**src/rtl/store_buffer.sv**
```systemverilog
// Store buffer: circular FIFO of pending stores with youngest-entry coalescing,
// byte-granular load forwarding and a two-state drain engine towards the dcache.
module store_buffer #(
   parameter int DEPTH  = 4,
   parameter int ADDR_W = 16,
   parameter int DATA_W = 16
) (
   input  logic                     clk,
   input  logic                     reset_n,
   input  logic                     st_valid,
   output logic                     st_ready,
   input  logic [ADDR_W-1:0]        st_addr,
   input  logic [DATA_W-1:0]        st_data,
   input  logic [DATA_W/8-1:0]      st_be,
   input  logic [ADDR_W-1:0]        ld_addr,
   input  logic [DATA_W/8-1:0]      ld_be,
   output logic                     ld_hit,
   output logic                     ld_partial,
   output logic [DATA_W-1:0]        ld_data,
   output logic                     mem_write,
   output logic [ADDR_W-1:0]        mem_addr,
   output logic [DATA_W-1:0]        mem_wdata,
   output logic [DATA_W/8-1:0]      mem_be,
   input  logic                     mem_resp,
   output logic [$clog2(DEPTH):0]   count,
   output logic                     empty,
   output logic                     o_dbg_state
);

   localparam int BE_W  = DATA_W / 8;
   localparam int PTR_W = $clog2(DEPTH);
   localparam int CNT_W = PTR_W + 1;
   localparam int BO_W  = $clog2(BE_W);
   localparam logic [ADDR_W-1:0] WORD_MASK = ~ADDR_W'((1 << BO_W) - 1);
   localparam logic [CNT_W-1:0]  FULL_CNT  = CNT_W'(DEPTH);

   typedef enum logic {
      S_IDLE  = 1'b0,
      S_WRITE = 1'b1
   } state_t;

   state_t r_state;
   state_t w_state_nxt;

   // Addresses are kept word-aligned so they can go straight out on mem_addr.
   logic [ADDR_W-1:0] r_addr [DEPTH];
   logic [DATA_W-1:0] r_data [DEPTH];
   logic [BE_W-1:0]   r_be   [DEPTH];
   logic [PTR_W-1:0]  r_head;
   logic [PTR_W-1:0]  r_tail;
   logic [CNT_W-1:0]  r_count;

   logic [PTR_W-1:0]  w_young;
   logic [ADDR_W-1:0] w_st_word;
   logic [ADDR_W-1:0] w_ld_word;
   logic              w_coalesce_ok;
   logic              w_accept;
   logic              w_coalesce;
   logic              w_alloc;
   logic              w_pop;
   logic [CNT_W-1:0]  w_count_nxt;
   logic [PTR_W-1:0]  w_idx;
   logic [BE_W-1:0]   w_cov;
   logic [DATA_W-1:0] w_fwd;

   function automatic logic [DATA_W-1:0] f_merge(input logic [DATA_W-1:0] old_d,
                                                 input logic [DATA_W-1:0] new_d,
                                                 input logic [BE_W-1:0]   be);
      logic [DATA_W-1:0] res;
      res = old_d;
      for (int b = 0; b < BE_W; b++) begin
         if (be[b]) res[b*8 +: 8] = new_d[b*8 +: 8];
      end
      return res;
   endfunction

   assign w_young   = r_tail - PTR_W'(1);
   assign w_st_word = st_addr & WORD_MASK;
   assign w_ld_word = ld_addr & WORD_MASK;
   assign w_pop     = (r_state == S_WRITE) && mem_resp;

   // The entry in flight to the dcache must stay frozen, so it is never a merge target.
   assign w_coalesce_ok = (r_count != '0) && (r_addr[w_young] == w_st_word) &&
                          !((r_state == S_WRITE) && (w_young == r_head));

   assign st_ready   = (r_count < FULL_CNT) || w_coalesce_ok;
   assign w_accept   = st_valid && st_ready;
   assign w_coalesce = w_accept && w_coalesce_ok;
   assign w_alloc    = w_accept && !w_coalesce_ok;

   always_comb begin
      w_count_nxt = r_count;
      case ({w_alloc, w_pop})
         2'b10:   w_count_nxt = r_count + CNT_W'(1);
         2'b01:   w_count_nxt = r_count - CNT_W'(1);
         default: w_count_nxt = r_count;
      endcase
   end

   always_ff @(posedge clk or negedge reset_n) begin
      if (!reset_n) begin
         for (int i = 0; i < DEPTH; i++) begin
            r_addr[i] <= '0;
            r_data[i] <= '0;
            r_be[i]   <= '0;
         end
         r_head  <= '0;
         r_tail  <= '0;
         r_count <= '0;
      end else begin
         if (w_alloc) begin
            r_addr[r_tail] <= w_st_word;
            r_data[r_tail] <= f_merge('0, st_data, st_be);
            r_be[r_tail]   <= st_be;
            r_tail         <= r_tail + PTR_W'(1);
         end
         if (w_coalesce) begin
            r_data[w_young] <= f_merge(r_data[w_young], st_data, st_be);
            r_be[w_young]   <= r_be[w_young] | st_be;
         end
         if (w_pop) r_head <= r_head + PTR_W'(1);
         r_count <= w_count_nxt;
      end
   end

   always_ff @(posedge clk or negedge reset_n) begin
      if (!reset_n) r_state <= S_IDLE;
      else          r_state <= w_state_nxt;
   end

   always_comb begin
      w_state_nxt = r_state;
      mem_write   = 1'b0;
      mem_addr    = '0;
      mem_wdata   = '0;
      mem_be      = '0;
      case (r_state)
         S_IDLE: begin
            if (r_count != '0) w_state_nxt = S_WRITE;
         end
         S_WRITE: begin
            mem_write = 1'b1;
            mem_addr  = r_addr[r_head];
            mem_wdata = r_data[r_head];
            mem_be    = r_be[r_head];
            if (w_pop) w_state_nxt = (w_count_nxt != '0) ? S_WRITE : S_IDLE;
         end
         default: w_state_nxt = S_IDLE;
      endcase
   end

   // Walk oldest to youngest so the youngest matching byte wins each lane.
   always_comb begin
      w_cov = '0;
      w_fwd = '0;
      w_idx = r_head;
      for (int i = 0; i < DEPTH; i++) begin
         w_idx = r_head + PTR_W'(i);
         if ((CNT_W'(i) < r_count) && (r_addr[w_idx] == w_ld_word)) begin
            for (int b = 0; b < BE_W; b++) begin
               if (r_be[w_idx][b] && ld_be[b]) begin
                  w_cov[b]         = 1'b1;
                  w_fwd[b*8 +: 8]  = r_data[w_idx][b*8 +: 8];
               end
            end
         end
      end
   end

   assign ld_hit      = (ld_be != '0) && (w_cov == ld_be);
   assign ld_partial  = (w_cov != '0) && !ld_hit;
   assign ld_data     = w_fwd;
   assign count       = r_count;
   assign empty       = (r_count == '0);
   assign o_dbg_state = r_state;

endmodule
```
**config.mk**
```make
export PLATFORM = sky130hd
export DESIGN_NAME = store_buffer
export DESIGN_NICKNAME = d
export VERILOG_FILES = /design/src/rtl/store_buffer.sv
export SDC_FILE = /design/constraint.sdc
export NUM_CORES = 1
export LEC_CHECK = 0
export BUFFER_PORTS_ARGS = -buffer_cell sky130_fd_sc_hd__buf_4
export CELL_PAD_IN_SITES_DETAIL_PLACEMENT = 1
export CELL_PAD_IN_SITES_GLOBAL_PLACEMENT = 2
export CORE_MARGIN = 2
export CORE_UTILIZATION = 40
export DETAILED_ROUTE_END_ITERATION = 12
export PLACE_DENSITY = 0.8
export SYNTH_ARGS = -nofsm -noshare
export SYNTH_HDL_FRONTEND = slang
export SYNTH_SLANG_ARGS = --single-unit
```
**constraint.sdc**
```tcl
create_clock -name clk -period 5.82 [get_ports clk]
set_clock_uncertainty 0.15 [all_clocks]
set_input_delay 0 -clock clk [delete_from_list [all_inputs] [get_ports clk]]
set_output_delay 0 -clock clk [all_outputs]
set_load 0.01 [all_outputs]
```
; ---- Yosys cells after proc, flatten, opt, wreduce, memory -nomap -nowiden
; Cells that the tools add are included.
[classes]
add_sub_neg = 7
n_lt_le_gt_ge = 13
eq_ne = 9
n_mux = 103
bitwise = 8
reduce_logical = 32
[ops]
columns = cell, n
row1 = $mux W16, 28
row2 = $bmux W16 S2, 10
row3 = $bwmux W64, 3
row4 = $mux W8, 18
row5 = $mux W64, 2
row6 = $eq A16 B16 Y1, 5
row7 = $demux W16 S2, 2
row8 = $mux W2, 17
row9 = $logic_and A1 B1 Y1, 23
row10 = $bmux W2 S2, 5
row11 = $ge A3 B3 Y1 const B, 6
row12 = $not A2 Y3, 6
row13 = $bwmux W8, 2
row14 = $mux W1, 12
row15 = $demux W2 S2, 2
row16 = $lt A1 B3 Y1 const A, 2
row17 = $lt A2 B3 Y1 const A, 2
row18 = $lt A3 B1 Y1 const B, 2
row19 = $pmux W3 S2, 1
row20 = $reduce_bool A3 Y1, 2
row21 = $add A2 B1 Y2 const B, 2
row22 = $add A2 B2 Y2 const B, 2
row23 = $eq A2 B2 Y1, 2
row24 = $reduce_bool A2 Y1, 2
row25 = 12 further kinds, 14
[totals]
reg_bits = 144
output_inout_bits = 59
elab_cells = 188

; ---- Longest topological paths before layout
; Gate-level depths: netlist of run 1.
[logic_depth]
ltp_word = 17
depth_mapped = 19
depth_no_buf = 13

; ---- Least setup slack after synthesis of run 1
; OpenSTA, ideal clock, no wires.
[synth_path]
path_type = flip-flop to flip-flop
startpoint = reg r_tail[0]
endpoint = reg r_state (netlist: o_dbg_state)
arrival_time_ns = 4.593
setup_slack_ns = 0.948
stages_incl_launch_ff = 19
synth_period_minus_slack_ns = 4.872
cell_sequence = dfrtp_1 -> buf_2 -> buf_6 -> buf_1 -> clkbuf_1 -> inv_1 -> ha_1 -> clkbuf_1 -> buf_2 -> mux4_2 -> xnor2_1 -> nand4_1 -> nor4_2 -> nor3b_2 -> ha_1 -> inv_1 -> o211ai_1 -> o21ai_0 -> o41a_1
[synth_via]
elab_chain_len = 17
elab_cells_between_ends = 22
[synth_lines]
columns = element, line
row1 = start: declaration, 50  ; logic [PTR_W-1:0] r_tail;
row2 = start signal: assignment, 115  ; r_tail <= r_tail + PTR_W'(1);
row3 = $sub A2 B1 Y2 (*), 77  ; assign w_young = r_tail - PTR_W'(1);
row4 = net w_young[0], 53  ; logic [PTR_W-1:0] w_young;
row5 = $not A2 Y3 (implied by the code), 83  ; assign w_coalesce_ok = (r_count != '0) && (r_addr[w_young] == w_st_word) &&
row6 = $bmux W16 S2, 83
row7 = $mux W16 (implied by the code) (2 in series), 83
row8 = $eq A16 B16 Y1, 83
row9 = $logic_and A1 B1 Y1, 83
row10 = $logic_and A1 B1 Y1 (*), 83
row11 = [... 2 more ...], --
row12 = $logic_and A1 B1 Y1 (*), 89  ; assign w_alloc = w_accept && !w_coalesce_ok;
row13 = $eq A2 B1 Y1 / $eq A2 B2 Y1 (equally long branches), 93  ; case ({w_alloc, w_pop})
row14 = $pmux W3 S2 (*), 93
row15 = net w_count_nxt[0], 61  ; logic [CNT_W-1:0] w_count_nxt;
row16 = $reduce_bool A3 Y1 (*), 146  ; if (w_pop) w_state_nxt = (w_count_nxt != '0) ? S_WRITE : S_IDLE;
row17 = $mux W1 (*) (2 in series), 146
row18 = $pmux W1 S2 (*), 137  ; case (r_state)
row19 = net w_state_nxt, 43  ; state_t w_state_nxt;
row20 = end signal: assignment, 128  ; else r_state <= w_state_nxt;
row21 = end: declaration, 42  ; state_t r_state;
; The timed path passes the listed nets; every way through them passes the cells marked *. The select of a mux whose other input is x is not followed.
; A chain may end at the register's enable or synchronous reset.

; ---- Worst setup path after layout of run 1
[layout_path]
startpoint = reg r_head[1]
endpoint = out ld_data[3]
[layout_via]
elab_chain_len = 13
elab_cells_between_ends = 63
[layout_lines]
columns = element, line
row1 = start: declaration, 49  ; logic [PTR_W-1:0] r_head;
row2 = start signal: assignment, 121  ; if (w_pop) r_head <= r_head + PTR_W'(1);
row3 = "parallel branches: the longest is 12 deep, another holds $add A2 B1 Y2", --
row4 = $mux W16 (*), 159  ; if ((CNT_W'(i) < r_count) && (r_addr[w_idx] == w_ld_word)) begin
row5 = end: declaration, 19  ; output logic [DATA_W-1:0] ld_data,
; Mark *: on every way between the ends. The select of a mux whose other input is x is not followed.

==> Flow_metrics.wiki, run 1 <==
{| class="wikitable"
! Metric !! Value
|-
| Vias in the first global route || 10611
|-
| Count of instances resized after the clock tree is built || 0
|-
| Synth Register Bits || 140
|-
| Reg area || 3510 um2
|-
| Endpoint kind of the worst setup timing path || output pin
|-
| Sw Pwr || 4110 uW
|-
| Std-Cell Rows || 64
|-
| Diode count || 0
|-
| Internal Power || 4750 uW
|-
| Synth Cell Area || 12300 um2
|-
| Post-Place Cells || 1606
|-
| Post-route clock period utilization || 0.871
|-
| Outcome || complete, no violations
|-
| Number of fill cells in the layout || 3361
|-
| Placeable core region || 30500 um2
|-
| FF-to-FF Start || r_tail[1]
|-
| Main area contributors after synthesis || sky130_fd_sc_hd__dfrtp_1, sky130_fd_sc_hd__mux2i_1, sky130_fd_sc_hd__mux4_2
|-
| Area Overhead vs Synth || 16.2%
|-
| Average wire per standard cell || 24.9 um
|-
| Critical Path RT || 5.67 ns
|-
| Setup repair after global routing missed its margin || no
|-
| Estimated wirelength of the detail-placed design || 28600 um
|-
| Post-CTS repair timing setup buffer count || 0
|-
| Async set-or-reset flop fraction in the synthesized netlist || 1.00
|-
| Origin of the worst setup path || r_head[1]
|-
| Vias || 10311
|-
| Yosys top cell area share || 0.284
|-
| Number of nets with antenna violations after detailed routing || 0
|-
| Number of vias per cell after detailed routing || 6.16
|-
| Area occupied by multi-input gates || 8230 um2
|-
| Peak Freq || 197 MHz
|-
| Net count of the mapped netlist || 1242
|-
| Sequential element share of the synthesized area || 0.284
|-
| Slew margin rel. || 0.386
|-
| Actual slew at the worst max-slew pin || 0.909 ns
|-
| Overall die height || 180 um
|-
| DRC violations left || 0
|-
| First-pass GRT wire length || 65100 um
|-
| Die width || 180 um
|-
| Combinational power share || 0.636
|-
| Iter 0 DRT Violations || 671
|-
| Clock power share || 0.126
|-
| Worst R2R Setup Slack || 1.36 ns
|-
| Count of mapped cells out of synthesis || 1175
|-
| Tmin final || 5.07 ns
|-
| Detailed-router iteration count before antenna repair || 5
|-
| Maximum resistive drop on vdd || 0.308 mV
|-
| Die outline area || 32200 um2
|-
| Total of endpoints with negative setup slack in the final report || 0
|-
| Clock latency on the worst-skew pair || 0.44 ns
|-
| Final Instance Count excl. Fillers || 1674
|-
| Part of the total power dissipated in sequential elements || 0.238
|-
| Library cell occupying the most area in the post-synthesis netlist || sky130_fd_sc_hd__dfrtp_1
|-
| Arrival time of data at the critical path endpoint || 4.92 ns
|-
| Top-count cell post-synth || sky130_fd_sc_hd__mux2i_1
|-
| Aggregate negative setup slack || 0 ns
|-
| Quantity of I/O buffers inserted on ports || 111
|-
| Total global routing track utilization || 0.259
|-
| Share of post-route cells with drive strength above 1 || 0.267
|-
| Antenna violations before repair || 0
|-
| R2R depth || 9
|-
| Effective utilization at floorplan || 0.404
|-
| Path category of the worst min-delay check || input pin to async pin
|-
| Total Wirelength || 41700 um
|-
| Worst-case clock buffer depth || 2
|-
| Number of max-cap violations || 0
|-
| Count of unique library cells instantiated by Yosys || 81
|-
| Critical path startpoint category || register
|-
| Clock buffers created by TritonCTS || 17
|-
| CTS Sinks || 140
|-
| End point of the critical path || ld_data[3]
|-
| Number of H-tree levels || 4
|-
| Leakage || 0.00614 uW
|-
| Reg-to-reg critical path endpoint || r_be[5]
|-
| Max-slew violation count || 0
|-
| Clock tree from TritonCTS || built
|-
| CTS clock-pin slew for the worst setup and hold paths || 0.06 ns
|-
| Maximum number of pins on one net before global-route repair || 89
|-
| Number of enable flip-flop cells after synthesis || 0
|-
| Main synth FF type || sky130_fd_sc_hd__dfrtp_1
|-
| Number of warnings reported in the yosys synthesis log || 0
|-
| Critical Path Fanout Max || 44
|-
| Number of top-level pins || 115
|-
| Overflow after GRT || 0
|-
| Hold violation count in the final report || 0
|-
| Crit path kind || register to output pin
|-
| Pwr/cell area || 618 nW/um2
|-
| GP Congestion || 0.885
|-
| Cell types with the highest counts after synthesis || sky130_fd_sc_hd__mux2i_1, sky130_fd_sc_hd__dfrtp_1, sky130_fd_sc_hd__mux2_2
|-
| Syn_area_per_cell || 10.5 um2
|-
| Net total in the final layout || 1332
|-
| Switching share of power || 0.464
|-
| Clock Tree Root || sky130_fd_sc_hd__clkbuf_16
|-
| CTS Hold Buffers Added || 36
|}
how the worst min path moves through the flow:
stage | depth (start not counted) | slack [ns] | end | from
6_report | 2 | 0.04 | count[1] | reset_n
4_1_cts | 2 | 0.1 | count[1] | reset_n
3_3_place_gp | 1 | -0.01 | o_dbg_state | reset_n
3_5_place_dp | 1 | -0.001 | count[1] | reset_n
2_1_floorplan | 0 | -0.45 | count[0] | reset_n
5_1_grt | 2 | 0.12 | count[2] | reset_n
critical path, stage by stage (launching register included):
cell	delay, ns
sky130_fd_sc_hd__dfrtp_4	0.91
sky130_fd_sc_hd__buf_12	0.30
sky130_fd_sc_hd__mux2i_2	0.31
sky130_fd_sc_hd__o22ai_1	0.14
sky130_fd_sc_hd__o31a_1	0.33
sky130_fd_sc_hd__a21oi_1	0.38
sky130_fd_sc_hd__nand4_2	0.60
sky130_fd_sc_hd__o21ai_0	0.76
sky130_fd_sc_hd__o21ai_0	0.19
sky130_fd_sc_hd__a22oi_1	0.32
sky130_fd_sc_hd__buf_4	0.19
per-stage QoR:
step	power, uW	area, um2	worst slack [ns]	utilization	hold slack (ns)
2_1_floorplan	5990	12300	0.948	-	-0.446
3_3_place_gp	7520	13400	1.39	0.439	-0.0133
3_5_place_dp	7670	13400	1.31	0.439	-0.00143
4_1_cts	8860	14300	0.820	0.470	0.0973
5_1_grt	9420	14300	0.520	0.470	0.120
6_report	8860	14300	0.752	0.470	0.0363
flip-flops by register name, indices dropped and copies added (netlist names):
name	flops
o_dbg_state	1
count	3
r_addr	60
r_data	64
r_be	8
r_head	2
r_tail	2
layout make-up:
type / count / share of cell area
Multi-Input combinational cell: 913 / 0.574
Sequential cell: 140 / 0.245
Timing Repair Buffer: 166 / 0.0979
Tap cell: 396 / 0.0346
Clock buffer: 19 / 0.0309
Clock inverter: 13 / 0.00996
Inverter: 27 / 0.00707
cell families after synthesis:
group                    share of synthesized area
flip-flops                                   0.284
adder cells (fa/ha/maj)                     0.0112
AND/OR/NAND/NOR                              0.104
buffers and inverters                       0.0495
multiplexers                                 0.373
other                                     0.000304
XOR/XNOR                                    0.0511
AO/OA/AOI/OAI                                0.127
metal layers:
metal,track usage,vias to the layer above,wire length (um)
met4,0.0667,0,736
li1,-,4656,-
met3,0.0342,42,1540
met1,0.364,5381,19700
met2,0.421,232,19800
met5,0,-,0
power by group through the flow:
stage          Clock [uW]  Combinational (uW)  Sequential [uW]
2_1_floorplan           0                4180             1810
3_3_place_gp            0                5450             2070
3_5_place_dp            0                5560             2110
4_1_cts              1140                5620             2100
5_1_grt              1180                6050             2200
6_report             1120                5630             2110
placed cells by master (no fill, tap or decap), drive strengths merged, types with 15 or more instances in the layout:
cell	synthesis	final
o21ai	30	30
a211oi	21	21
mux2i	238	238
nand4	15	15
buf	68	130
a22oi	15	15
inv	27	29
o211ai	15	15
and2	43	43
clkbuf	27	19
dlygate4sd3	0	36
a21oi	54	54
mux4	50	50
nand2	55	55
mux2	93	93
nor2	37	37
dfrtp	140	140
xnor2	64	64
Note: power is estimated with default switching activity, not from simulation.
==> inputs of run 2 (changes only) <==
--- a/config.mk
+++ b/config.mk
@@ -12,2 +12,3 @@
 export CORE_UTILIZATION = 40
+export CTS_BUF_LIST = sky130_fd_sc_hd__clkbuf_16
 export DETAILED_ROUTE_END_ITERATION = 12
==> constraint.sdc (replaced) <==
create_clock -name clk -period 5.82 [get_ports clk]
set_clock_uncertainty 0.15 [all_clocks]
set_input_delay 0.582 -clock clk [delete_from_list [all_inputs] [get_ports clk]]
set_output_delay 0.582 -clock clk [all_outputs]
set_load 0.01 [all_outputs]
==> run 2 against run 1 <==
Net effect: power rose by 0.54%; sequential share of layout area is 0.48 points higher; clock power is 5% higher; setup slack worse by 0.13 ns; non-clock buffer count down 31; core utilization fell by 0.91 points; first-iteration DRC count up 2.8%; via count shrank 1.1%; count of clock-buffer cells in the layout shrank 2; largest cell class unchanged.
==> Flow_metrics.wiki, run 2 (synthesis results as in run 1) <==
{| class="wikitable"
! Metric !! Value
|-
| Outcome || complete, no violations
|-
| Std-Cell Rows || 64
|-
| Diode count || 0
|-
| Post-CTS repair timing setup buffer count || 0
|-
| Vias || 10202
|-
| Overall die height || 180 um
|-
| Number of max-cap violations || 0
|-
| Kind of cell adding the most delay to the critical path || multiplexers
|-
| Register ranked first by flip-flop count || r_data
|-
| CTS Sinks || 140
|-
| First-pass GRT wire length || 65300 um
|-
| Quantity of I/O buffers inserted on ports || 111
|-
| Count of instances resized after the clock tree is built || 0
|-
| Total Wirelength || 41500 um
|-
| Leading cell types in the layout, fill and taps excluded || sky130_fd_sc_hd__mux2i_1, sky130_fd_sc_hd__dfrtp_1, sky130_fd_sc_hd__buf_4
|-
| Total of endpoints with negative setup slack in the final report || 0
|-
| Largest stage delay on the critical path || 0.70 ns
|-
| Clock Tree Root || sky130_fd_sc_hd__clkbuf_16
|-
| Average wire per standard cell || 25.3 um
|-
| Placeable core region || 30500 um2
|-
| Critical path startpoint category || register
|-
| Post-route clock period utilization || 0.894
|-
| Setup repair after global routing missed its margin || no
|-
| Antenna violations before repair || 0
|-
| Number of nets with antenna violations after detailed routing || 0
|-
| Maximum number of pins on one net before global-route repair || 95
|-
| Die width || 180 um
|-
| Slew margin rel. || 0.376
|-
| Final Instance Count excl. Fillers || 1643
|-
| Critical Path RT || 5.09 ns
|-
| Net total in the final layout || 1301
|-
| Estimated wirelength of the detail-placed design || 28700 um
|-
| Number of vias per cell after detailed routing || 6.21
|-
| Pwr/cell area || 634 nW/um2
|-
| Die outline area || 32200 um2
|-
| Path category of the worst min-delay check || input pin to async pin
|-
| Final core occ || 0.461
|-
| Critical path, cell by cell || inv_2 -> mux2_2 -> a221o_1 -> nor4_1 -> nand4_1 -> mux2i_2 -> a211oi_1 -> a2111oi_2 -> buf_4
|-
| DRC violations left || 0
|-
| Effective utilization at floorplan || 0.404
|-
| Most common cell after layout, fill and taps aside || sky130_fd_sc_hd__mux2i_1
|-
| Share of post-route cells with drive strength above 1 || 0.278
|-
| Total power after layout || 8910 uW
|-
| Number of H-tree levels || 4
|-
| Leakage || 0.00604 uW
|-
| CTS clock-pin slew for the worst setup and hold paths || 0.07 ns
|-
| CTS Hold Buffers Added || 0
|-
| Area Overhead vs Synth || 13.9%
|-
| Aggregate negative setup slack || 0 ns
|-
| Tmin final || 5.20 ns
|-
| GP Congestion || 0.889
|-
| Worst-case clock buffer depth || 2
|-
| Post-Place Cells || 1611
|-
| Slowest-stage cell, CP || sky130_fd_sc_hd__dfrtp_4
|-
| Max-slew violation count || 0
|-
| Iter 0 DRT Violations || 690
|-
| Detailed-router iteration count before antenna repair || 5
|-
| FF-to-FF Start || r_tail[0]
|-
| Vias in the first global route || 10591
|-
| Overflow after GRT || 0
|-
| Bufs and invs on worst path || 2
|-
| Maximum resistive drop on vdd || 0.241 mV
|-
| Total global routing track utilization || 0.258
|-
| Clock latency on the worst-skew pair || 0.44 ns
|-
| Arrival time of data at the critical path endpoint || 4.47 ns
|-
| Actual slew at the worst max-slew pin || 0.936 ns
|-
| Origin of the worst setup path || r_head[0]
|-
| Clock tree from TritonCTS || built
|-
| Largest registers ranked by flip-flop count || r_data: 64 flops, r_addr: 60 flops, r_be: 8 flops
|-
| Crit path kind || register to output pin
|-
| Peak Freq || 192 MHz
|-
| Hold violation count in the final report || 0
|-
| Flip-flop count of the largest register after layout || 64
|-
| Critical Path Fanout Max || 38
|-
| Clock buffers created by TritonCTS || 17
|-
| Endpoint kind of the worst setup timing path || output pin
|-
| Number of top-level pins || 115
|}
==> run 2: changes by cell type in the layout (fill, tap and decap cells not counted), moves of 3 or more <==
cell / previous run / this run
sky130_fd_sc_hd__buf_4: 124 / 128
sky130_fd_sc_hd__clkinv_2: 3 / 0
sky130_fd_sc_hd__clkinv_4: 4 / 1
sky130_fd_sc_hd__dlygate4sd3_1: 36 / 0
sky130_fd_sc_hd__inv_6: 2 / 5
sky130_fd_sc_hd__inv_8: 0 / 5
==> run 2: per-layer routing <==
| metal | vias to the layer above | track usage | part of all wire |
|---|---|---|---|
| met5 | - | 0 | 0 |
| met4 | 0 | 0.0748 | 0.022 |
| met3 | 55 | 0.0324 | 0.041 |
| met2 | 273 | 0.422 | 0.48 |
| met1 | 5281 | 0.360 | 0.46 |
| li1 | 4593 | - | - |
==> run 2: worst register-to-register path, delay by kind of cell, from the launching register on <==
family,cells,cell delay (ns)
compound gates,3,0.65
xor+xnor,1,0.41
fa+ha+maj,1,0.35
buf+inv,2,0.69
flops,1,0.35
mux,1,0.62
simple gates,3,1.04
==> run 2: where the power goes <==
part | switching (uW) | leakage, uW | internal [uW] | total, uW
sequential | 633 | 0.00173 | 1450 | 2080
combinational | 2990 | 0.00400 | 2660 | 5650
clock | 523 | 0.000302 | 657 | 1180
total | 4150 | 0.00604 | 4760 | 8910
==> run 2: final timing paths <==
kind	to	slack [ns]	depth (start not counted)
max in group asynchronous	r_data[40]	4.26	2
setup reg to reg	o_dbg_state	1.45	11
min in group clk	r_addr[52]	0.26	2
setup / recovery	ld_data[9]	0.62	9
hold / removal	r_addr[33]	0.08	1
hold reg to reg	r_addr[51]	0.41	1
==> run 2: per-stage QoR <==
step / setup WS [ns] / hold slack (ns) / instance area [um2]
6_report: 0.619 / 0.0812 / 14000
3_5_place_dp: 1.19 / 0.395 / 13400
4_1_cts: 0.642 / 0.121 / 14000
2_1_floorplan: 0.948 / 0.136 / 12300
3_3_place_gp: 1.15 / 0.371 / 13400
5_1_grt: 0.450 / 0.149 / 14000
==> run 2: final cells by class <==
cell class                 count  area [um2]
clock buffer                  17         425
clock inverter                15         193
fill                        3309       16500
inverter                      27         101
multi-input combinational    913        8230
sequential                   140        3510
tap                          396         495
timing repair buffer         135        1090
==> inputs of run 3 (changes only) <==
==> constraint.sdc (replaced) <==
create_clock -name clk -period 5.82 [get_ports clk]
set_clock_uncertainty 0.15 [all_clocks]
set_input_delay 1.164 -clock clk [delete_from_list [all_inputs] [get_ports clk]]
set_output_delay 1.164 -clock clk [all_outputs]
set_load 0.01 [all_outputs]
==> run 3 against run 2 <==
Net effect: register-to-register slack worse by 0.18 ns; sequential power hardly changed; fmax is 7.1% lower; die area stayed put; sequential share of layout area is 0.19 points lower; non-clock buffer count is 10 higher; first-iteration DRC count is 34% higher; setup slack worse by 0.40 ns; clock power is 3% higher; via count is 1.5% higher; critical path depth is 1 higher; highest routed layer unchanged.
==> Flow_metrics.wiki, run 3 (synthesis results as in run 1) <==
{| class="wikitable"
! Metric !! Value
|-
| Clock latency on the worst-skew pair || 0.45 ns
|-
| Quantity of I/O buffers inserted on ports || 111
|-
| Setup repair after global routing missed its margin || no
|-
| Maximum number of pins on one net before global-route repair || 72
|-
| Number of nets with antenna violations after detailed routing || 0
|-
| Slew margin rel. || 0.409
|-
| Flip-flop count of the largest register after layout || 64
|-
| Placeable core region || 30500 um2
|-
| FF-to-FF Start || r_tail[0]
|-
| CTS clock-pin slew for the worst setup and hold paths || 0.07 ns
|-
| Critical Path RT || 4.51 ns
|-
| Worst-case clock buffer depth || 2
|-
| Number of H-tree levels || 4
|-
| Vias || 10353
|-
| R2R depth || 11
|-
| Pwr/cell area || 639 nW/um2
|-
| Detailed-router iteration count before antenna repair || 5
|-
| Total global routing track utilization || 0.266
|-
| Actual slew at the worst max-slew pin || 0.884 ns
|-
| Worst R2R Setup Slack || 1.27 ns
|-
| Die outline area || 32200 um2
|-
| Arrival time of data at the critical path endpoint || 4.28 ns
|-
| Path category of the worst min-delay check || register to register
|-
| Estimated wirelength of the detail-placed design || 29200 um
|-
| Antenna violations before repair || 0
|-
| Startpoint of the lowest-slack hold path || r_addr[18]
|-
| Critical path startpoint category || register
|-
| Share of post-route cells with drive strength above 1 || 0.282
|-
| Die width || 180 um
|-
| Tmin final || 5.60 ns
|-
| Max-slew violation count || 0
|-
| Largest registers ranked by flip-flop count || r_data: 64 flops, r_addr: 60 flops, r_be: 8 flops
|-
| Critical Path Fanout Max || 31
|-
| CTS Sinks || 140
|-
| Most common cell after layout, fill and taps aside || sky130_fd_sc_hd__mux2i_1
|-
| Peak Freq || 179 MHz
|-
| Total power after layout || 9050 uW
|-
| Average wire per standard cell || 25.8 um
|-
| Number of top-level pins || 115
|-
| Leakage || 0.00610 uW
|-
| GP Congestion || 0.900
|-
| Leading cell types in the layout, fill and taps excluded || sky130_fd_sc_hd__mux2i_1, sky130_fd_sc_hd__dfrtp_1, sky130_fd_sc_hd__buf_4
|-
| Number of vias per cell after detailed routing || 6.27
|-
| Number of fill cells in the layout || 3310
|-
| Worst Hold End || r_addr[18]
|-
| Fin area || 14200 um2
|-
| Final core occ || 0.464
|-
| Clock tree from TritonCTS || built
|-
| Diode count || 0
|-
| CTS Hold Buffers Added || 0
|-
| Outcome || complete, no violations
|-
| Hold violation count in the final report || 0
|-
| Register ranked first by flip-flop count || r_data
|-
| Post-place instance area || 13500 um2
|-
| Clock buffers created by TritonCTS || 17
|-
| Iter 0 DRT Violations || 925
|-
| Vias in the first global route || 10686
|-
| Area Overhead vs Synth || 14.8%
|-
| DRC violations left || 0
|-
| Clock Tree Root || sky130_fd_sc_hd__clkbuf_16
|-
| Effective utilization at floorplan || 0.404
|-
| Net total in the final layout || 1311
|-
| Overflow after GRT || 0
|-
| Overall die height || 180 um
|-
| Endpoint kind of the worst setup timing path || output pin
|-
| Number of max-cap violations || 0
|-
| Reg-to-reg critical path endpoint || o_dbg_state
|-
| First-pass GRT wire length || 66700 um
|-
| Aggregate negative setup slack || 0 ns
|-
| Post-route clock period utilization || 0.962
|-
| Maximum resistive drop on vdd || 0.268 mV
|-
| Crit path kind || register to output pin
|-
| Std-Cell Rows || 64
|-
| Total of endpoints with negative setup slack in the final report || 0
|-
| Total Wirelength || 42700 um
|-
| Worst Hold Depth || 1
|}
-- run 3: cell types whose count changed in the layout (fill, tap and decap cells not counted), moves of 2 or more --
cell / before / now
sky130_fd_sc_hd__clkinv_2: 0 / 2
sky130_fd_sc_hd__inv_1: 26 / 28
sky130_fd_sc_hd__clkinv_4: 1 / 3
sky130_fd_sc_hd__buf_4: 128 / 136
sky130_fd_sc_hd__inv_8: 5 / 0
sky130_fd_sc_hd__inv_6: 5 / 0
sky130_fd_sc_hd__bufinv_16: 2 / 5
-- run 3: stage by stage --
| step | setup slack [ns] | hold slack (ns) | instances |
|---|---|---|---|
| 4_1_cts | 0.0289 | 0.410 | 1651 |
| 2_1_floorplan | 0.819 | 0.347 | 1175 |
| 6_report | 0.223 | 0.413 | 1652 |
| 3_3_place_gp | 0.501 | 0.386 | 1620 |
| 5_1_grt | 0.0146 | 0.446 | 1652 |
| 3_5_place_dp | 0.409 | 0.395 | 1620 |
-- run 3: worst max path at each step --
stage,startpoint,end,cells after the start,slack (ns)
6_report,r_head[1],ld_data[12],10,0.22
2_1_floorplan,r_tail[0],st_ready,13,0.82
3_5_place_dp,ld_addr[15],ld_data[12],9,0.41
4_1_cts,r_head[1],ld_data[12],10,0.03
3_3_place_gp,ld_addr[15],ld_data[15],9,0.50
5_1_grt,r_head[1],ld_data[12],10,0.01
-- run 3: what timing repair did --
action,in CTS,in global routing
resized for setup,0,1
setup endpoints to repair,0,9
setup buffers,0,1
-- run 3: worst max-delay path: stages (launching register included) --
cell and delay [ns]:
sky130_fd_sc_hd__dfrtp_4 0.61, sky130_fd_sc_hd__buf_12 0.28, sky130_fd_sc_hd__mux4_2 0.57, sky130_fd_sc_hd__xnor2_1 0.33, sky130_fd_sc_hd__o41ai_1 0.20, sky130_fd_sc_hd__nor4_1 0.32
sky130_fd_sc_hd__nand4_1 0.29, sky130_fd_sc_hd__a31oi_2 0.43, sky130_fd_sc_hd__a221oi_1 0.17, sky130_fd_sc_hd__a2111oi_2 0.42, sky130_fd_sc_hd__buf_4 0.19
-- run 3: area by class of cell --
class | instances | area (um2) | share of cell area
well taps | 396 | 495 | 0.0350
inverters | 27 | 101 | 0.00716
multi-input cells | 913 | 8230 | 0.581
repair buffers | 145 | 1190 | 0.0839
clock buffers | 17 | 425 | 0.0300
clock inverters | 14 | 205 | 0.0145
flip-flops and latches | 140 | 3510 | 0.248
-- run 3: where the power goes --
| part | leakage, uW | internal (uW) | total (uW) | switching (uW) |
|---|---|---|---|---|
| logic | 0.00406 | 2700 | 5730 | 3030 |
| clock network | 0.000313 | 753 | 1220 | 468 |
| registers | 0.00173 | 1450 | 2100 | 654 |
-- run 3: per-layer routing --
layer	part of all wire	track usage	vias up
met5	0	0	-
met4	0.020	0.0719	0
met3	0.042	0.0344	45
met2	0.48	0.431	279
met1	0.46	0.374	5416
li1	-	-	4613
